## config.mk

```make
export PLATFORM = sky130hd
export DESIGN_NAME = d_latch
export DESIGN_NICKNAME = d
export VERILOG_FILES = /design/src/rtl/d_latch.sv
export SDC_FILE = /design/constraint.sdc
export NUM_CORES = 1
export LEC_CHECK = 0
export BUFFER_PORTS_ARGS = -buffer_cell sky130_fd_sc_hd__buf_2
export CORE_MARGIN = 5
export CORE_UTILIZATION = 47
export DETAILED_ROUTE_END_ITERATION = 10
export GPL_ROUTABILITY_DRIVEN = 1
export GPL_TIMING_DRIVEN = 0
export PLACE_DENSITY = 0.73
export SYNTH_ARGS = -nofsm -noshare
export SYNTH_HDL_FRONTEND = slang
export SYNTH_SLANG_ARGS = --single-unit
```

## constraint.sdc

```tcl
create_clock -name clk -period 1.9 [get_ports clk]
set_input_delay 0.285 -clock clk [delete_from_list [all_inputs] [get_ports clk]]
set_output_delay 0.285 -clock clk [all_outputs]
set_load 0.01 [all_outputs]
```

## src/rtl/d_latch.sv

```systemverilog
`default_nettype none
// ============================================================================
// Module   : d_latch
// Purpose  : Enabled data-holding register with capture status. When en is
//            high the input word is captured on the rising clock edge; when
//            en is low the last captured word is held. Status reports whether
//            any capture has happened since reset, whether the most recent
//            edge captured a word different from the one held before it, and
//            a saturating count of captures.
// Ports    : clk        - system clock, all state changes on rising edge
//            rst        - asynchronous active-low reset
//            en         - capture enable, sampled on rising clk
//            dataIn     - word to capture            [WIDTH-1:0]
//            dataOut    - held word (registered)      [WIDTH-1:0]
//            dataValid  - at least one capture since reset
//            changed    - one-cycle pulse after a capture that altered dataOut
//            capCount   - saturating capture counter  [CNT_WIDTH-1:0]
// Revision : 1.0 - initial release
// ============================================================================
module d_latch #(
  parameter int WIDTH     = 4,
  parameter int CNT_WIDTH = 8
) (
  input  logic                 clk,
  input  logic                 rst,
  input  logic                 en,
  input  logic [WIDTH-1:0]     dataIn,
  output logic [WIDTH-1:0]     dataOut,
  output logic                 dataValid,
  output logic                 changed,
  output logic [CNT_WIDTH-1:0] capCount
);

  localparam logic [CNT_WIDTH-1:0] c_cnt_one = CNT_WIDTH'(1);
  localparam logic [CNT_WIDTH-1:0] c_cnt_max = {CNT_WIDTH{1'b1}};

  logic [WIDTH-1:0]     r_data;
  logic                 r_valid;
  logic                 r_changed;
  logic [CNT_WIDTH-1:0] r_count;

  logic                 w_differs;
  logic [CNT_WIDTH-1:0] w_count_next;

  // Compare against the word held before this edge, so the first capture
  // after reset is measured against the reset value of zero.
  assign w_differs = (dataIn != r_data);

  // Counter sticks at all-ones instead of wrapping.
  assign w_count_next = (r_count == c_cnt_max) ? r_count : (r_count + c_cnt_one);

  always_ff @(posedge clk or negedge rst) begin
    if (!rst) begin
      r_data    <= '0;
      r_valid   <= 1'b0;
      r_changed <= 1'b0;
      r_count   <= '0;
    end else if (en) begin
      r_data    <= dataIn;
      r_valid   <= 1'b1;
      r_changed <= w_differs;
      r_count   <= w_count_next;
    end else begin
      // Holding: only the change pulse needs to fall back.
      r_changed <= 1'b0;
    end
  end

  // Every output is a flop: no combinational input-to-output path.
  assign dataOut   = r_data;
  assign dataValid = r_valid;
  assign changed   = r_changed;
  assign capCount  = r_count;

endmodule
`default_nettype wire

```

# Word-level counts from Yosys, hierarchy flattened
# Index checks and enable logic that the tools add are counted.
[word_totals]
register_bits = 14
input_bits = 7
word_cells = 10
[classes]
add_sub_neg = 1
eq_ne = 2
n_mux = 1
bitwise = 1
reduce_logical = 1
[op_table]
columns = ["op", "n"]
rows = [
  ["adder 8 x 1 -> 8 bit, second input constant", 1],
  ["equality test 8 bit, second input constant", 1],
  ["inequality test 4 bit", 1],
  ["AND reduction 2 bit", 1],
  ["two-way mux 1 bit", 1],
  ["inverter 1 bit", 1],
]

# Depth between registers and ports, before layout
[logic_depth]
depth_word = 3
ltp_mapped = 4
ltp_nobuf = 4

# Worst setup path after synthesis
# OpenSTA, ideal clock, no wires.
[synth_timing]
path_kind = "reg2reg"
start = "reg r_count[3], in the netlist capCount[3]"
end = "reg r_count[1], in the netlist capCount[1]"
t_arrival_ns = 1.312
path_slack_ns = 0.463
path_stages_with_launch = 5
n_path_buf = 1
synth_period_minus_slack_ns = 1.437
path_cell_list = "dfrtp_1 -> and4_4 -> buf_6 -> a41o_1 -> mux2_4"
[synth_between]
elab_chain_len = 3
[synth_lines]
columns = ["item", "line", "text"]
rows = [
  ["start, declared", "40", "logic [CNT_WIDTH-1:0] r_count;"],
  ["start signal, assigned", "62", "r_count <= w_count_next;"],
  ["equality test 8 bit", "50", "assign w_count_next = (r_count == c_cnt_max) ? r_count : (r_count + c_cnt_one);"],
  ["inverter 1 bit (no source line)", "-", ""],
  ["AND reduction 2 bit (no source line)", "-", ""],
]
# No other way between the ends.
# A chain may end at the register's enable or synchronous reset.

# Worst setup path in the final report
# Ends and elaborated chain as after synthesis.

==> out/qor.csv <==
metric,value,unit
cts_tree,yes,
path_class,reg2reg,
setup_viol,0,
die_area,2250,um^2
cp_slowest_cell,dfrtp_1,
htreeDepth,1,
maxSlewViolCount,0,
grt-ovfl-total,0,
die_w,47.4,um
grt_max_degree,15,
wire_per_inst,13.4,um
maxCapViolCount,0,
hold_ws,0.268,ns
synth-seq-area-share,53.3,%
synthesis.area,657,um^2
arrival,1.64,ns
dp_cells,89,
power,997,uW
dr.pass1.iters,4,
synth_cell_types,24,
root_buffer,clkbuf_4,
period_share,78.3,%
ys_ff_latch,14,
comb_power_share,34.8,%
clk_path_buf_depth,2,
hold_violations,0,
yosys-top-cells-area,"dfrtp_1 (53%), mux2_2 (6.9%), xnor2_1 (6.7%)",
rsz0062_at_grt,no,
hold_class,in2reg,
fin_area,808,um^2
power.switching,363,uW
fin_nets,88,
via_count,517,
grt_usage,12.6,%
end_kind,flop,
synth_area_per_cell,12.2,um^2
drtAntennaViolNets,0,
antenna_found_initial,0,
dpl-instance-area,776,um^2
power_density,1230,nW/um^2
synth_edf_count,0,
fin_worst_skew,0.00930,ns
outcome,"finished, final reports clean",
post-route-min-period,1.49,ns
fp-row-count,13,
cp_max_fo,7,
reg2reg_depth,4,
clk_latency,0.28,ns
maxSlewHeadroom,80.3,%
drive_gt1_share,41.0,%
gp_congestion,0.743,
yosysMostFrequentCell,dfrtp_1,
postCtsSetupBuffers,0,
slowest_delay,0.45,ns
synth_largest_area_cell,dfrtp_1,
drt_iter0_markers,2,
switching_share,36.4,%
cts_buffers,3,
layout.cells.non_filler,93,
netlist_top_cells_count,"dfrtp_1 (14), a21oi_1 (5), xnor2_1 (5), mux2_2 (4)",
synth_nets,62,
clock_sinks,14,
p_leak,0.378,nW
grt_pass1_wl,1980,um
clock.fmax,672,MHz
via_per_inst,5.56,
ys_async_sr_fraction,100,%
hpwl,921,um
synth_warnings,0,
p_seq_share,49.1,%
cp-start-kind,flop,
synth.top_cell.area_share,53.3,%
boundaryPins,21,
crit_chain,"and4_4, buf_6, a41o_1, mux2_4",
n_antenna_cell,0,
cell_internal_pwr,635,uW
tns,0,ns
grt_pass1_vias,455,
synth-main-ff-cell,dfrtp_1,
die_h,47.4,um
tightest_slew,0.295,ns
netlist_instances,54,
min_path_cells,2,
portBuffers,20,
clk_pin_slew,0.08,ns
worstPathRequired,2.06,ns
wl,1250,um
initial_core_util,49.9,%
peakVddDrop,549,uV
core-area,1320,um^2
areaGrowthSynthToFinish,23.0,%
clkPwrFrac,16.1,%
route.detailed.drc,0,
==> worst paths after layout <==
kind                             start     endpoint  slack, ns
min reg2reg                  dataValid    dataValid       0.47
max                        capCount[3]  capCount[1]       0.41
min in group asynchronous          rst   dataOut[2]       0.42
max reg2reg                capCount[3]  capCount[1]       0.41
max in group asynchronous          rst  capCount[1]       1.25
min                          dataIn[2]   dataOut[2]       0.27
==> layout by cell type (no fill, tap or decap) <==
cell	count
a21boi_0	1
a21oi_1	5
a31oi_1	3
a41o_1	1
a41oi_1	2
and2_1	1
and3_1	1
and4_1	1
and4_4	1
buf_2	21
buf_6	1
clkbuf_1	1
clkbuf_4	3
dfrtp_1	14
dlygate4sd3_1	1
ha_1	1
inv_1	1
mux2_2	4
mux2_4	1
mux2i_1	1
nand3_1	1
nand4_1	2
nor2_1	3
nor4bb_1	1
or2_2	1
xnor2_1	5
==> sequential cells by signal, indices dropped and copies added (netlist names) <==
signal,cells
dataValid,1
capCount,8
dataOut,4
changed,1
==> critical path: cells and delay by family, from the launching register on <==
| kind | cells | cell delay, ns |
|---|---|---|
| DFF | 1 | 0.45 |
| muxes | 1 | 0.30 |
| buffers and inverters | 1 | 0.12 |
| AOI/OAI and AO/OA | 1 | 0.27 |
| and+or+nand+nor | 1 | 0.22 |
==> power by group through the flow <==
stage	logic [mW]	clock network (mW)	registers (mW)
final	0.347	0.160	0.490
after global routing	0.386	0.177	0.503
after CTS	0.350	0.165	0.488
after detailed placement	0.347	0	0.493
after global placement	0.345	0	0.489
after floorplan	0.182	0	0.517
==> area by class of cell <==
class                      count  area (um^2)
buffer                         3         20.0
clock buffer                   3         22.5
fill                         126          509
inverter                       1         3.75
multi-input combinational     36          283
sequential                    14          350
tap                           15         18.8
timing repair buffer          21          110
==> metal layers <==
| metal | share of wire [%] | global-route usage [%] | vias to the layer above |
|---|---|---|---|
| li1 | - | - | 251 |
| met1 | 48 | 17.5 | 244 |
| met2 | 44 | 18.4 | 22 |
| met3 | 8.7 | 5.75 | 0 |
| met4 | 0 | 1.66 | 0 |
| met5 | 0 | 0 | - |
==> logic make-up (layout without fill, tap and decap cells) <==
family                     Yosys count  after routing  synth area share (%)
buffers and inverters                4             28                  3.62
AOI/OAI and AO/OA                   12             12                  12.0
muxes                                6              6                  10.7
adders and majority gates            1              1                  1.90
and+or+nand+nor                     12             12                  11.8
xor gates and xnor gates             5              5                  6.67
DFF                                 14             14                  53.3
==> metrics by stage <==
stage	worst slack (ns)	util (%)
3_5_place_dp	0.434	58.9
4_1_cts	0.424	61.3
6_report	0.412	61.3
2_1_floorplan	0.463	-
5_1_grt	0.397	61.3
3_3_place_gp	0.452	58.9
==> repair_timing <==
action                                 CTS  global route
resized for setup                        0             0
endpoints found under the hold margin   14             0
hold buffers                             1             0
(Power assumes the default switching activity.)
